--- config.mk ---
export PLATFORM = sky130hd
export DESIGN_NAME = kc_ls1u_fetch
export DESIGN_NICKNAME = d
export VERILOG_FILES = /design/src/rtl/kc_ls1u_pkg.sv /design/src/rtl/kc_ls1u_fetch_fifo.sv /design/src/rtl/kc_ls1u_fetch.sv
export SDC_FILE = /design/constraint.sdc
export NUM_CORES = 1
export LEC_CHECK = 0
export ABC_CLOCK_PERIOD_IN_PS = 4300
export CAP_MARGIN = 30
export CORE_MARGIN = 3
export CORE_UTILIZATION = 52
export DETAILED_ROUTE_END_ITERATION = 8
export PLACE_DENSITY = 0.79
export SLEW_MARGIN = 10
export SYNTH_ARGS = -nofsm -noshare
export SYNTH_HDL_FRONTEND = slang
export SYNTH_SLANG_ARGS = --single-unit
--- constraint.sdc ---
create_clock -name clk -period 4.3 [get_ports clk]
set_clock_uncertainty 0.15 [all_clocks]
set_input_delay 0.43 -clock clk [delete_from_list [all_inputs] [get_ports clk]]
set_output_delay 0.43 -clock clk [all_outputs]
set_load 0.1 [all_outputs]
--- src/rtl/kc_ls1u_pkg.sv ---
// Shared constants and the prefetch entry type for the KC-LS1u fetch stage.
package kc_ls1u_pkg;

  localparam int unsigned ADDR_W  = 24;
  localparam int unsigned INSTR_W = 16;

  localparam logic [ADDR_W-1:0] RESET_PC = '0;

  typedef struct packed {
    logic [ADDR_W-1:0]  pc;
    logic [INSTR_W-1:0] instr;
  } fetch_entry_t;

endpackage

--- src/rtl/kc_ls1u_fetch_fifo.sv ---
// Prefetch FIFO: push/pop/flush, power-of-two depth, head and empty flag held in registers.
module kc_ls1u_fetch_fifo
  import kc_ls1u_pkg::*;
#(
  parameter int unsigned DEPTH   = 2,
  parameter type         entry_t = fetch_entry_t
) (
  input  logic   clk,
  input  logic   rst,
  input  logic   flush_i,
  input  logic   push_i,
  input  logic   pop_i,
  input  entry_t data_i,
  output entry_t head_o,
  output logic   full_o,
  output logic   empty_o
);

  localparam int unsigned PTR_W = $clog2(DEPTH);
  localparam int unsigned CNT_W = PTR_W + 1;

  entry_t           mem_q [DEPTH];
  entry_t           head_q, head_d;
  logic [PTR_W-1:0] rd_q, rd_d, wr_q, wr_d;
  logic [CNT_W-1:0] cnt_q, cnt_d, remain;
  logic             empty_q, empty_d;
  logic             do_pop, do_push;

  assign full_o  = (cnt_q == CNT_W'(DEPTH));
  assign empty_o = empty_q;
  assign head_o  = head_q;

  // The head register is refilled from storage, or straight from data_i when
  // the pushed entry becomes the new head, so a single entry never bubbles.
  always_comb begin
    do_pop  = pop_i & ~empty_q;
    do_push = push_i & (~full_o | do_pop);
    remain  = cnt_q - CNT_W'(do_pop);
    rd_d    = rd_q + PTR_W'(do_pop);
    wr_d    = wr_q + PTR_W'(do_push);
    cnt_d   = remain + CNT_W'(do_push);
    head_d  = head_q;
    if (remain != '0) begin
      head_d = mem_q[rd_d];
    end else if (do_push) begin
      head_d = data_i;
    end
    empty_d = (cnt_d == '0);
    if (flush_i) begin
      rd_d    = '0;
      wr_d    = '0;
      cnt_d   = '0;
      empty_d = 1'b1;
      head_d  = head_q;
    end
  end

  always_ff @(posedge clk or posedge rst) begin
    if (rst) begin
      rd_q    <= '0;
      wr_q    <= '0;
      cnt_q   <= '0;
      empty_q <= 1'b1;
      head_q  <= '0;
    end else begin
      rd_q    <= rd_d;
      wr_q    <= wr_d;
      cnt_q   <= cnt_d;
      empty_q <= empty_d;
      head_q  <= head_d;
    end
  end

  always_ff @(posedge clk) begin
    if (do_push && !flush_i) begin
      mem_q[wr_q] <= data_i;
    end
  end

endmodule

--- src/rtl/kc_ls1u_fetch.sv ---
// KC-LS1u instruction fetch: PC, enqueue control, redirect flush, prefetch FIFO.
// Optional out-of-range fetch check enabled by defining KC_LS1U_FETCH_BOUNDS_CHK_EN.
module kc_ls1u_fetch
  import kc_ls1u_pkg::*;
#(
  parameter int unsigned       ADDR_W     = kc_ls1u_pkg::ADDR_W,
  parameter int unsigned       INSTR_W    = kc_ls1u_pkg::INSTR_W,
  parameter logic [ADDR_W-1:0] RESET_PC   = kc_ls1u_pkg::RESET_PC,
  parameter int unsigned       FIFO_DEPTH = 2,
  parameter int unsigned       MEM_WORDS  = 26
) (
  input  logic               clk,
  input  logic               rst,
  output logic [ADDR_W-1:0]  imem_addr,
  input  logic [INSTR_W-1:0] imem_instr,
  input  logic               redirect_valid,
  input  logic [ADDR_W-1:0]  redirect_pc,
  input  logic               halt,
  output logic               if_valid,
  input  logic               if_ready,
  output logic [INSTR_W-1:0] if_instr,
  output logic [ADDR_W-1:0]  if_pc,
  output logic               fetch_fault
);

  typedef struct packed {
    logic [ADDR_W-1:0]  pc;
    logic [INSTR_W-1:0] instr;
  } fetch_slot_t;

  if (FIFO_DEPTH < 2 || (FIFO_DEPTH & (FIFO_DEPTH - 1)) != 0 || MEM_WORDS == 0) begin : g_bad_cfg
    $error("kc_ls1u_fetch: FIFO_DEPTH must be a power of two >= 2 and MEM_WORDS nonzero");
  end

  logic [ADDR_W-1:0] pc_q, pc_d;
  logic              fault_q, fault_d;
  logic              deq, enq_req, push, oob;
  logic              fifo_full, fifo_empty;
  fetch_slot_t       slot, head;

`ifdef KC_LS1U_FETCH_BOUNDS_CHK_EN
  assign oob         = (pc_q >= ADDR_W'(MEM_WORDS));
  assign fetch_fault = fault_q;
`else
  assign oob         = 1'b0;
  assign fetch_fault = 1'b0;
`endif

  assign imem_addr = pc_q;
  assign slot      = '{pc: pc_q, instr: imem_instr};
  assign deq       = ~fifo_empty & if_ready;
  assign enq_req   = ~halt & ~fault_q & (~fifo_full | deq) & ~redirect_valid;
  assign push      = enq_req & ~oob;

  always_comb begin
    pc_d    = pc_q;
    fault_d = fault_q;
    if (redirect_valid) begin
      pc_d    = redirect_pc;
      fault_d = 1'b0;
    end else if (push) begin
      pc_d = pc_q + ADDR_W'(1);
    end else if (enq_req && oob) begin
      fault_d = 1'b1;
    end
  end

  always_ff @(posedge clk or posedge rst) begin
    if (rst) begin
      pc_q    <= RESET_PC;
      fault_q <= 1'b0;
    end else begin
      pc_q    <= pc_d;
      fault_q <= fault_d;
    end
  end

  kc_ls1u_fetch_fifo #(
    .DEPTH   (FIFO_DEPTH),
    .entry_t (fetch_slot_t)
  ) u_fifo (
    .clk     (clk),
    .rst     (rst),
    .flush_i (redirect_valid),
    .push_i  (push),
    .pop_i   (deq),
    .data_i  (slot),
    .head_o  (head),
    .full_o  (fifo_full),
    .empty_o (fifo_empty)
  );

  assign if_valid = ~fifo_empty;
  assign if_pc    = head.pc;
  assign if_instr = head.instr;

endmodule
==> results of run 1 <==
==> Yosys cell counts (2+ instances only) <==
library cell	instances
nor3_1	5
nand3_1	8
a211o_1	2
o21ai_1	4
buf_2	12
nor2_1	16
xor2_1	11
buf_6	2
nand4_1	8
a21oi_1	31
dfrtp_1	68
clkbuf_1	14
a31o_2	8
mux2i_1	2
inv_1	8
a2111oi_4	2
and3_1	4
nor4_2	2
ha_1	3
a221o_1	30
and4_1	2
xnor2_1	15
and2_1	2
o21ai_0	28
nor2b_1	4
edfxtp_1	80
nand2_1	117
==> path summary, 6_finish.rpt <==
check	end	slack [ns]	start
max reg2reg	u_fifo.head_o[18]$_DFFE_PP0P_	0.94	u_fifo.empty_o$_DFF_PP1_
max in group asynchronous	u_fifo.empty_o$_DFF_PP1_	2.79	rst
max	u_fifo.head_o[18]$_DFFE_PP0P_	0.94	u_fifo.empty_o$_DFF_PP1_
min	u_fifo.wr_q$_DFF_PP0_	0.21	redirect_valid
min reg2reg	u_fifo.head_o[13]$_DFFE_PP0P_	0.33	u_fifo.head_o[13]$_DFFE_PP0P_
min in group asynchronous	u_fifo.head_o[39]$_DFFE_PP0P_	0.23	rst
==> cell families after synthesis <==
kind of cell | Yosys count | synth area share
DFF | 149 | 0.6638
buffers and inverters | 37 | 0.02775
AOI/OAI and AO/OA | 109 | 0.1295
adders and majority gates | 3 | 0.006033
other | 1 | 0.0006027
muxes | 2 | 0.003218
and+or+nand+nor | 176 | 0.1299
xor gates and xnor gates | 27 | 0.03921
==> cells in the final DEF, fill, tap and decap left out, types with 3 or more instances in the layout <==
cell type,synthesis,final
clkdlybuf4s50_1,0,108
o21ai_0,28,28
and3_1,4,4
xnor2_1,15,14
o21ai_1,4,4
dfrtp_1,68,68
xor2_1,11,11
ha_1,3,3
nor2_1,16,15
nand4_1,8,8
a21oi_1,31,31
a31o_2,8,8
clkbuf_16,0,17
inv_1,8,7
nand3_1,8,8
a221o_1,30,30
nor2b_1,4,3
buf_4,1,9
bufinv_16,0,3
nand2_1,117,117
nor3_1,5,5
clkinvlp_4,0,3
edfxtp_1,80,80
==> registers in the layout, summed over array words and instances (netlist names) <==
name	cells
u_fifo.head_o	40
u_fifo.cnt_q	2
u_fifo.empty_o	1
u_fifo.wr_q	1
u_fifo.mem_q	80
imem_addr	24
u_fifo.rd_q	1
==> through the flow <==
step | area (sq um) | utilization | hold slack (ns) | power, uW | instances
final | 8069 | 0.6977 | 0.2085 | 6617 | 769
after global routing | 8069 | 0.6977 | 0.1862 | 6875 | 769
after CTS | 8069 | 0.6977 | 0.1804 | 6635 | 769
after detailed placement | 7470 | 0.6459 | 0.3191 | 5131 | 737
after global placement | 7450 | 0.6442 | 0.3124 | 5058 | 736
after floorplan | 6222 | - | 0.3691 | 4363 | 504
==> final cells by class <==
cell class | instances | area [sq um] | share of cell area
Sequential cell | 149 | 4130 | 0.5119
Inverter | 8 | 30.03 | 0.003722
Clock inverter | 13 | 156.4 | 0.01938
Clock buffer | 19 | 442.9 | 0.05489
Tap cell | 143 | 178.9 | 0.02217
Timing Repair Buffer | 119 | 1174 | 0.1454
Multi-Input combinational cell | 318 | 1957 | 0.2425
==> power breakdown <==
part | internal, uW | leakage (uW) | switching [uW] | total (uW)
combinational | 798 | 0.00123 | 2280 | 3070
clock | 925 | 0.000284 | 571 | 1500
sequential | 1830 | 0.00159 | 220 | 2050
==> per-layer routing <==
layer | up-vias | global-route usage | part of all wire
li1 | 2036 | - | -
met1 | 2244 | 0.3124 | 0.41
met2 | 224 | 0.3777 | 0.49
met3 | 26 | 0.05684 | 0.075
met4 | 0 | 0.09468 | 0.021
met5 | - | 0 | 0
==> impl_metrics.toml, run 1 <==
[synthesis]
synth_area_sq_um = 6222
postSynthCellCount = 504
syn_area_per_cell_sq_um = 12.35
synth_nets = 552
synth_seq_area_share = 0.6638
yosysUniqueCellTypes = 43
synth_ff_type = "edfxtp_1"
synth-seq-cells = 149
ys_warn_count = 0
synth_edf_count = 80
synth_top_cell_by_area = "edfxtp_1"
async_reset_ff_frac = 0.4631
synth.top_cells.by_area = "edfxtp_1 39%, dfrtp_1 27%, nand2_1 7.1%"
yosys.area.top_type_share = 0.3861

[clock_network]
hold_buffers = 0
cts.reportedPaths.clkPinSlew_ns = 0.06
clk_latency_ns = 0.41
cts_setup_buffers = 0
cts.path.max_buffers = 2
root_buffer = "clkbuf_16"
cts.sinks = 149
cts-resized-gates = 0
cts_buffers = 17
htree_levels = 4
cts_tree = "done"

[timing]
fin_setup_tns_ns = 0
setup_viol = 0
finalHoldViolCount = 0
tightest_slew_ns = 0.9961
maxSlewHeadroom = 0.3338
clock.fmax_ghz = 0.2974
finalCritPeriodShare = 0.7818
grt_setup_unrepaired = "false"
fin_ws_ns = 0.9381
fin_crit_ns = 3.362
final_max_slew_viol_count = 0

[detailed_routing]
via_per_inst = 5.891
ant_nets = 0
drcViolationCount = 0
totalWireLength_microns = 14820
drt-pass1-iter-count = 5
drt_iter0_drc = 513
wl_per_cell_microns = 19.27
num_vias = 4530

[die]
die_w_microns = 115.4
start_util = 0.5380
dieArea_sq_um = 13310
fp.dieH_microns = 115.4
rows = 39
pin_count = 111
core_area_sq_um = 11560

[setup_path]
crit_slowest_cell = "dfstp_2"
cp.required_ns = 4.45
crit_path_start_kind = "flip-flop"
cp_top_family = "simple AND/OR/NAND/NOR gates"
critPathMaxFanout = 24
worst-path-buf-inv = 2
worst-path-stages = 9
reg2reg_depth = 9
worstSetupPathType = "reg -> reg"
crit_arrival_ns = 3.51
cp_cell_sequence = "nand2b_4, inv_1, ha_1, xnor2_1, nand2_1, nand2b_1, buf_4, a21oi_1, a221o_2"
cp-end-kind = "flip-flop"
cpPeakStageDelay_ns = 0.53

[power_and_ir_drop]
power.density_nw_per_um2 = 820.1
p_leak_uw = 0.003104
ir_worst_vdd_mv = 0.4159

[outcome]
status = "finished clean"

[global_routing]
grt_remaining_overflow = 0
antenna_found_initial = 0
grt_use_total = 0.2359
grt_max_degree = 51
grt_pass1_wl_microns = 23770
grt_pass1_vias = 4539

[worst_hold_path]
holdPathStages = 2
min_path_type = "in -> reg"

[place]
dp.final_hpwl_microns = 9517
gp_congestion = 0.7785
port-buffer-count = 109
place_ws_ns = 0.6762

[finish]
antennaDiodeCount = 0
drive_above_1_share = 0.1070
nFillCells = 803
area_growth_syn_to_layout_pct = 29.68
layout.nets = 661

[flow_run]
maxCapViolCount = 0
Power figures use the tool's default switching activity.
==> run 2, diff against run 1 <==
--- a/config.mk
+++ b/config.mk
@@ -5,7 +5,7 @@
 export SDC_FILE = /design/constraint.sdc
 export NUM_CORES = 1
 export LEC_CHECK = 0
-export ABC_CLOCK_PERIOD_IN_PS = 4300
+export ABC_CLOCK_PERIOD_IN_PS = 3130
 export CAP_MARGIN = 30
 export CORE_MARGIN = 3
 export CORE_UTILIZATION = 52
==> constraint.sdc (replaced) <==
create_clock -name clk -period 3.13 [get_ports clk]
set_clock_uncertainty 0.15 [all_clocks]
set_input_delay 0.313 -clock clk [delete_from_list [all_inputs] [get_ports clk]]
set_output_delay 0.313 -clock clk [all_outputs]
set_load 0.1 [all_outputs]
==> run 2 against run 1 <==
Compared with the run above: combinational power grew 37%; total power increased by 40%; register-to-register slack worse by 0.40 ns; maximum frequency increased by 30%; hold slack got worse by 0.055 ns; design area fell by 0.28%; clock power grew 49%.
==> impl_metrics.toml, run 2 (synthesized netlist as in run 1, its figures left out) <==
[global_routing]
antenna_found_initial = 0
grt_pass1_vias = 4470
grt_pass1_wl_microns = 23430
grt_use_total = 0.2334
grt_max_degree = 44
grt_remaining_overflow = 0

[timing]
fin_crit_ns = 2.588
finalCritPeriodShare = 0.8269
finalHoldViolCount = 0
setup_viol = 0
final_max_slew_viol_count = 0
grt_setup_unrepaired = "false"
fin_setup_tns_ns = 0
clock.fmax_ghz = 0.3864
tightest_slew_ns = 0.6934
maxSlewHeadroom = 0.5377

[power_and_ir_drop]
p_int_uw = 5064
ir_worst_vdd_mv = 0.4356
p_leak_uw = 0.003268
combPwrFrac = 0.455
power_frac_clock = 0.241
power.density_nw_per_um2 = 1152
p_sw_uw = 4203
pwr-share-seq = 0.304
switching_share = 0.4535

[clock_network]
hold_buffers = 0
htree_levels = 4
root_buffer = "clkbuf_16"
clk_latency_ns = 0.42
cts.sinks = 149
cts_tree = "done"
cts-resized-gates = 0
cts_buffers = 17
cts.reportedPaths.clkPinSlew_ns = 0.06
cts.path.max_buffers = 2
cts_setup_buffers = 0

[die]
core_area_sq_um = 11560
start_util = 0.5380
pin_count = 111
fp.dieH_microns = 115.4
rows = 39
dieArea_sq_um = 13310
die_w_microns = 115.4

[setup_path]
crit_arrival_ns = 2.74
critPathMaxFanout = 23
crit_path_start_kind = "flip-flop"
worstSetupPathType = "reg -> reg"
cp.required_ns = 3.28
cp-end-kind = "flip-flop"

[finish]
fin_util = 0.6958
largest_register_ffs = 80
drive_above_1_share = 0.2199
antennaDiodeCount = 0
regMostFlops = "u_fifo.mem_q"
final_cell_mix = "117 x nand2_1, 80 x edfxtp_1, 77 x buf_4"
layout.nets = 667
area_growth_syn_to_layout_pct = 29.32
final_common_cell = "nand2_1"

[detailed_routing]
wl_per_cell_microns = 19.31
drt-pass1-iter-count = 5
ant_nets = 0
num_vias = 4473
via_per_inst = 5.772
drt_iter0_drc = 344
totalWireLength_microns = 14960
drcViolationCount = 0

[place]
dp.final_hpwl_microns = 9449
port-buffer-count = 109
gp_congestion = 0.8114

[flow_run]
maxCapViolCount = 0

[worst_hold_path]
min_path_type = "in -> async"

[outcome]
status = "finished clean"
run 2: final cells by class:
type	count	area, sq um
inverter	8	30.03
multi-input combinational	318	1957
sequential	149	4130
clock buffer	21	470.5
clock inverter	11	178.9
tap	143	178.9
timing repair buffer	125	1101
fill	776	3518
run 2: per-layer routing:
| layer | routed length, microns | track usage | vias up |
|---|---|---|---|
| li1 | - | - | 2060 |
| met1 | 6241 | 0.3016 | 2203 |
| met2 | 7505 | 0.3939 | 188 |
| met3 | 1038 | 0.05579 | 22 |
| met4 | 178 | 0.07042 | 0 |
| met5 | 0 | 0 | - |
run 2: through the flow:
| stage | cell area [sq um] | std cells | hold WS, ns | worst slack, ns | total power (uW) |
|---|---|---|---|---|---|
| 2_1_floorplan | 6225 | 504 | 0.2619 | 0.3503 | 5994 |
| 3_3_place_gp | 7370 | 742 | 0.3156 | 0.3379 | 6931 |
| 3_5_place_dp | 7397 | 743 | 0.3221 | 0.2864 | 7065 |
| 4_1_cts | 8046 | 775 | 0.1647 | 0.5246 | 9298 |
| 5_1_grt | 8046 | 775 | 0.1910 | 0.3762 | 9624 |
| 6_report | 8046 | 775 | 0.1536 | 0.5417 | 9267 |
run 2: path summary, 6_finish.rpt:
| kind | from | endpoint | slack, ns | depth (start not counted) |
|---|---|---|---|---|
| min | rst | u_fifo.head_o[6]$_DFFE_PP0P_ | 0.15 | 2 |
| min in group clk | redirect_pc[19] | imem_addr[19]$_DFFE_PP0P_ | 0.30 | 3 |
| min reg2reg | u_fifo.head_o[13]$_DFFE_PP0P_ | u_fifo.head_o[13]$_DFFE_PP0P_ | 0.33 | 2 |
| max reg2reg | u_fifo.empty_o$_DFF_PP1_ | u_fifo.head_o[18]$_DFFE_PP0P_ | 0.54 | 9 |
| max | u_fifo.empty_o$_DFF_PP1_ | u_fifo.head_o[18]$_DFFE_PP0P_ | 0.54 | 9 |
| max in group asynchronous | rst | u_fifo.head_o[24]$_DFFE_PP0P_ | 1.93 | 3 |
run 2: power by group through the flow:
stage               registers [uW]  logic (uW)  clock network, uW
floorplan                     4750        1240                  0
global placement              2830        4100                  0
detailed placement            2840        4220                  0
CTS                           2820        4240               2240
global route                  2850        4440               2330
finish                        2820        4220               2230
run 2: critical path: stages, from the launching register on:
cell	delay, ns
dfstp_2	0.53
nand2b_4	0.20
inv_1	0.14
ha_1	0.22
xnor2_1	0.27
nand2_1	0.17
nand2b_1	0.13
buf_4	0.29
a21oi_1	0.08
a221o_2	0.30
==> edit 1 (config.mk and constraints of run 1) <==
The parameter `FIFO_DEPTH` goes from 2 to 4.
--- a/src/rtl/kc_ls1u_fetch.sv
+++ b/src/rtl/kc_ls1u_fetch.sv
@@ -6,7 +6,7 @@
   parameter int unsigned       ADDR_W     = kc_ls1u_pkg::ADDR_W,
   parameter int unsigned       INSTR_W    = kc_ls1u_pkg::INSTR_W,
   parameter logic [ADDR_W-1:0] RESET_PC   = kc_ls1u_pkg::RESET_PC,
-  parameter int unsigned       FIFO_DEPTH = 2,
+  parameter int unsigned       FIFO_DEPTH = 4,
   parameter int unsigned       MEM_WORDS  = 26
 ) (
   input  logic               clk,
Check against the original RTL: not equivalent (a bounded check fails within 4 cycles, from zero or initial values and one cycle with rst high).
==> edit 1 against run 1 <==
  * Synthesized cell count increased by 12%
  * Cell count rose by 21%
  * First-iteration DRC count shrank 3.7%
  * Count of clock-buffer cells in the layout is 11 higher
  * Sequential cell count is 83 higher
  * Non-clock buffer count is 10 higher
  * Synthesized area is 55% higher
  * Cell area is 47% higher
  * Routed wire length up 43%
  * Worst setup slack improved by 0.28 ns
  * Power increased by 34%
  * Largest power group unchanged
  * Highest routed layer is now met5
==> edit 1: results (changes against run 1) <==
metric	value	unit	change
status	finished, final reports clean		
number of synthesized flops with an enable pin	160		+100%
vias in the first global route	6095		+34%
via count	5679		+25%
Async S/R FF share, synth	0.310		-0.153
initial antenna violation count	1		+1
post-synthesis cell count	562		+12%
critical path's slowest cell	dfstp_2		
Crit Path Max Fanout	40		+67%
HPWL after DPL	13200	µm	+38%
Area contributors post-synth	edfxtp_1 50%, dfrtp_1 18%, mux2_2 9.3%		
gpl congestion	0.804		+3.2%
placed insts	890		+21%
DP Worst Slack	0.879	ns	+0.202 ns
Worst Hold Class	primary input to asynchronous set/reset pin		
H-tree levels	1		-3
top_reg_cell synth	edfxtp_1		
Worst Setup EP	u_fifo.head_o[17]$_DFFE_PP0P_		
Reg clk slew, reported paths	0.06	ns	about the same
nets	738		+12%
Post-CTS Resized	0		unchanged
Yosys Warn Count	0		unchanged
DR pass1 iterations	5		unchanged
1st-iter DRT viols	494		-3.7%
most flop-heavy register	u_fifo.mem_q		
R2R Path End	u_fifo.head_o[17]$_DFFE_PP0P_		
Lkg Pwr	4.15	nW	+34%
clk buf depth	3		+1
Worst R2R Path Depth	9		unchanged
hold buffer count at cts	0		unchanged
crit-path max cell delay	0.54	ns	
library cells used by synthesis	49		+14%
clock buffers created by TritonCTS	23		+6
Worst R2R Setup Slack	1.22	ns	+0.28 ns
Worst EP arrival	3.33	ns	-0.18 ns
Worst Max-Slew Pin Slew	1.01	ns	+0.0106 ns
Post-synth top cells	160 x edfxtp_1, 80 x mux2_2, 71 x dfrtp_1		
CTS root buf	clkbuf_16		
clock period minus worst slack	3.08	ns	-0.281 ns
max reg flops	160		+100%
Max IR drop VDD	406	µV	-2.3%
largest net degree at the start of global routing	41		-20%
port buffer count	109		unchanged
clk_lat worst skew	0.51	ns	+0.10 ns
Routed WL	21200	µm	+43%
sequential share of the synthesized area	0.684		+0.0201
postcts setup bufs	0		unchanged
first-pass GRT wire length	33500	µm	+41%
total global-route track usage	0.213		-0.0230
n_diodes	0		unchanged
fraction of layout cells with a size suffix above 1	0.266		+0.159
syn nets	614		+11%
detail-routed via count per cell	6.10		+3.6%
Crit path max-delay family	buffers and inverters		
Worst Setup SP	u_fifo.empty_o$_DFF_PP1_		
==> edit 1: logic make-up after synthesis <==
kind of cell    Yosys count  synth area share
simple gates            109            0.0626
xor+xnor                  7           0.00635
mux                     121             0.188
other cells               1          0.000388
flops                   232             0.684
buf+inv                  43            0.0184
compound gates           42            0.0319
fa+ha+maj                 7           0.00906
==> edit 1: how the worst min path moves through the flow <==
stage	end	slack [ns]
6_report	u_fifo.head_o[10]$_DFFE_PP0P_	0.08
5_1_grt	u_fifo.head_o[13]$_DFFE_PP0P_	0.11
4_1_cts	u_fifo.head_o[10]$_DFFE_PP0P_	0.09
3_5_place_dp	u_fifo.head_o[37]$_DFFE_PP0P_	0.35
3_3_place_gp	u_fifo.head_o[8]$_DFFE_PP0P_	0.34
2_1_floorplan	u_fifo.mem_q[0][0]$_DFFE_PP_	0.38
==> edit 1: area by class of cell <==
cell class              count  area, µm²
clock buffers              30        622
clock inverters            11        109
fillers                  1211       6200
inverters                  13       50.0
multi-input cells         287       2940
flip-flops and latches    232       6610
well taps                 229        287
repair buffers            129       1270
==> edit 1: power by group <==
group | internal (mW) | switching, mW | total, mW
sequential | 2.73 | 0.226 | 2.96
combinational | 1.41 | 2.57 | 3.98
clock | 1.14 | 0.799 | 1.94
total | 5.28 | 3.60 | 8.88
==> edit 1: metal layers <==
metal | share of wire | global-route usage
met1 | 0.39 | 0.282
met2 | 0.51 | 0.364
met3 | 0.071 | 0.0390
met4 | 0.022 | 0.0630
met5 | 0.00061 | 0
==> edit 1: stage by stage <==
step                area [µm²]  total power [mW]  TNS (ns)
floorplan                 9670              6.05   -118.19
global placement         11100              6.90         0
detailed placement       11200              7.01         0
CTS                      11900              8.96         0
global route             11900              9.23         0
finish                   11900              8.88         0
==> edit 2 (settings of run 1) <==
Made on the original files. Reset style: synchronous (`rst`), changed in 2 clocked blocks.
--- a/src/rtl/kc_ls1u_fetch_fifo.sv
+++ b/src/rtl/kc_ls1u_fetch_fifo.sv
@@ -55,7 +55,7 @@
     end
   end
 
-  always_ff @(posedge clk or posedge rst) begin
+  always_ff @(posedge clk) begin
     if (rst) begin
       rd_q    <= '0;
       wr_q    <= '0;
--- a/src/rtl/kc_ls1u_fetch.sv
+++ b/src/rtl/kc_ls1u_fetch.sv
@@ -65,7 +65,7 @@
     end
   end
 
-  always_ff @(posedge clk or posedge rst) begin
+  always_ff @(posedge clk) begin
     if (rst) begin
       pc_q    <= RESET_PC;
       fault_q <= 1'b0;
Function: differs if rst is asserted again (counterexample within 4 cycles, from zero or initial values and one cycle with rst high); with rst held inactive, the same outputs for 4 cycles.
==> edit 2 against run 1 <==
  * Cell area down 1.2%
  * Critical path depth up 1
  * Register-to-register slack better by 0.50 ns
  * Sequential share of layout area down 3.7 points
  * Die area down 1.1%
  * Sequential cell count unchanged
  * Synthesized area down 1.1%
  * Routed wire length down 4.4%
  * Worst setup slack better by 0.40 ns
Power is not compared: it rests on default switching activity, and its combinational part moved more than twofold at a synthesized area within 25%.
==> edit 2: results (changes against run 1) <==
metric	value	unit	change
status	finished, final reports clean		
Worst Setup SP	if_ready		
hold wc startpoint	u_fifo.head_o[16]$_SDFFE_PP0P_		
Wirelength per Cell	17.7	µm	-8.4%
Post-synth top cells	84 x nand2_1, 80 x edfxtp_1, 69 x dfxtp_1		
sequential share of the synthesized area	0.615		-0.0488
Synth Area in Compound Gates	0.142		+0.0129
GR Util met1	0.282		-0.0301
Seq. cell area	3780	µm²	-8.4%
main combinational cell family by area after synthesis	compound AO/OA/AOI/OAI gates		
Worst EP arrival	3.14	ns	-0.37 ns
critical path's slowest cell	nor2_4		
Async S/R FF share, synth	0		-0.463
Clock-cell share	0.0703		-0.00395
post-synthesis cell count	546		+8.3%
placed insts	768		+4.2%
Cell Count, Final, Fillers Out	802		+4.3%
HPWL after DPL	8720	µm	-8.3%
nets	694		+5.0%
Rel. slew slack	0.322		-0.0115
non-clk buf share	0.154		+0.00840
M2 GR Usage	0.370		-0.00750
post-route cell area	7970	µm²	-1.2%
Logic inverters	17		+9
WL met2	7090	µm	-2.3%
first-pass GRT wire length	22600	µm	-5.1%
Hold Crit Depth	1		-1
library cells used by synthesis	44		+2.3%
# fillers	814		+1.4%
fraction of layout cells with a size suffix above 1	0.0865		-0.0205
Worst Hold Class	flip-flop to flip-flop		
M1 WL	5960	µm	-2.8%
Area contributors post-synth	edfxtp_1 39%, dfxtp_1 22%, nand2_1 5.1%		
Worst R2R Setup Slack	1.44	ns	+0.50 ns
DP Worst Slack	1.05	ns	+0.372 ns
GRT met3 Usage	0.0589		+0.00211
1st-iter DRT viols	601		+17%
worst hold endpoint	u_fifo.head_o[16]$_SDFFE_PP0P_		
Crit Path Max Fanout	25		+4.2%
Min Hold Slack	0.314	ns	+0.105 ns
via count	4492		-0.84%
Final period util	0.689		-0.0932
met3 WL	884	µm	-21%
multi-input gate share of total cell area	0.271		+0.0281
-- edit 2: cell types whose count changed after synthesis, sizes merged, moves of 15 or more --
cell,delta
a221o,-31
a22o,+15
a31oi,+15
and3,+25
dfrtp,-68
dfxtp,+69
nand2,-33
nor2,+17
o2bb2ai,+25
-- edit 2: worst max path at each step --
| stage | cells past startpoint | endpoint |
|---|---|---|
| floorplan | 5 | u_fifo.mem_q[0][0]$_DFFE_PP_ |
| global placement | 10 | u_fifo.head_o[16]$_SDFFE_PP0P_ |
| detailed placement | 10 | u_fifo.head_o[34]$_SDFFE_PP0P_ |
| CTS | 10 | u_fifo.head_o[27]$_SDFFE_PP0P_ |
| global route | 10 | u_fifo.head_o[36]$_SDFFE_PP0P_ |
| finish | 10 | u_fifo.head_o[27]$_SDFFE_PP0P_ |
-- edit 2: where the power goes --
part	total, mW	internal (mW)	switching (mW)
combinational	0.724	0.205	0.519
clock	1.38	0.797	0.581
sequential	1.64	1.58	0.0638
total	3.74	2.58	1.16
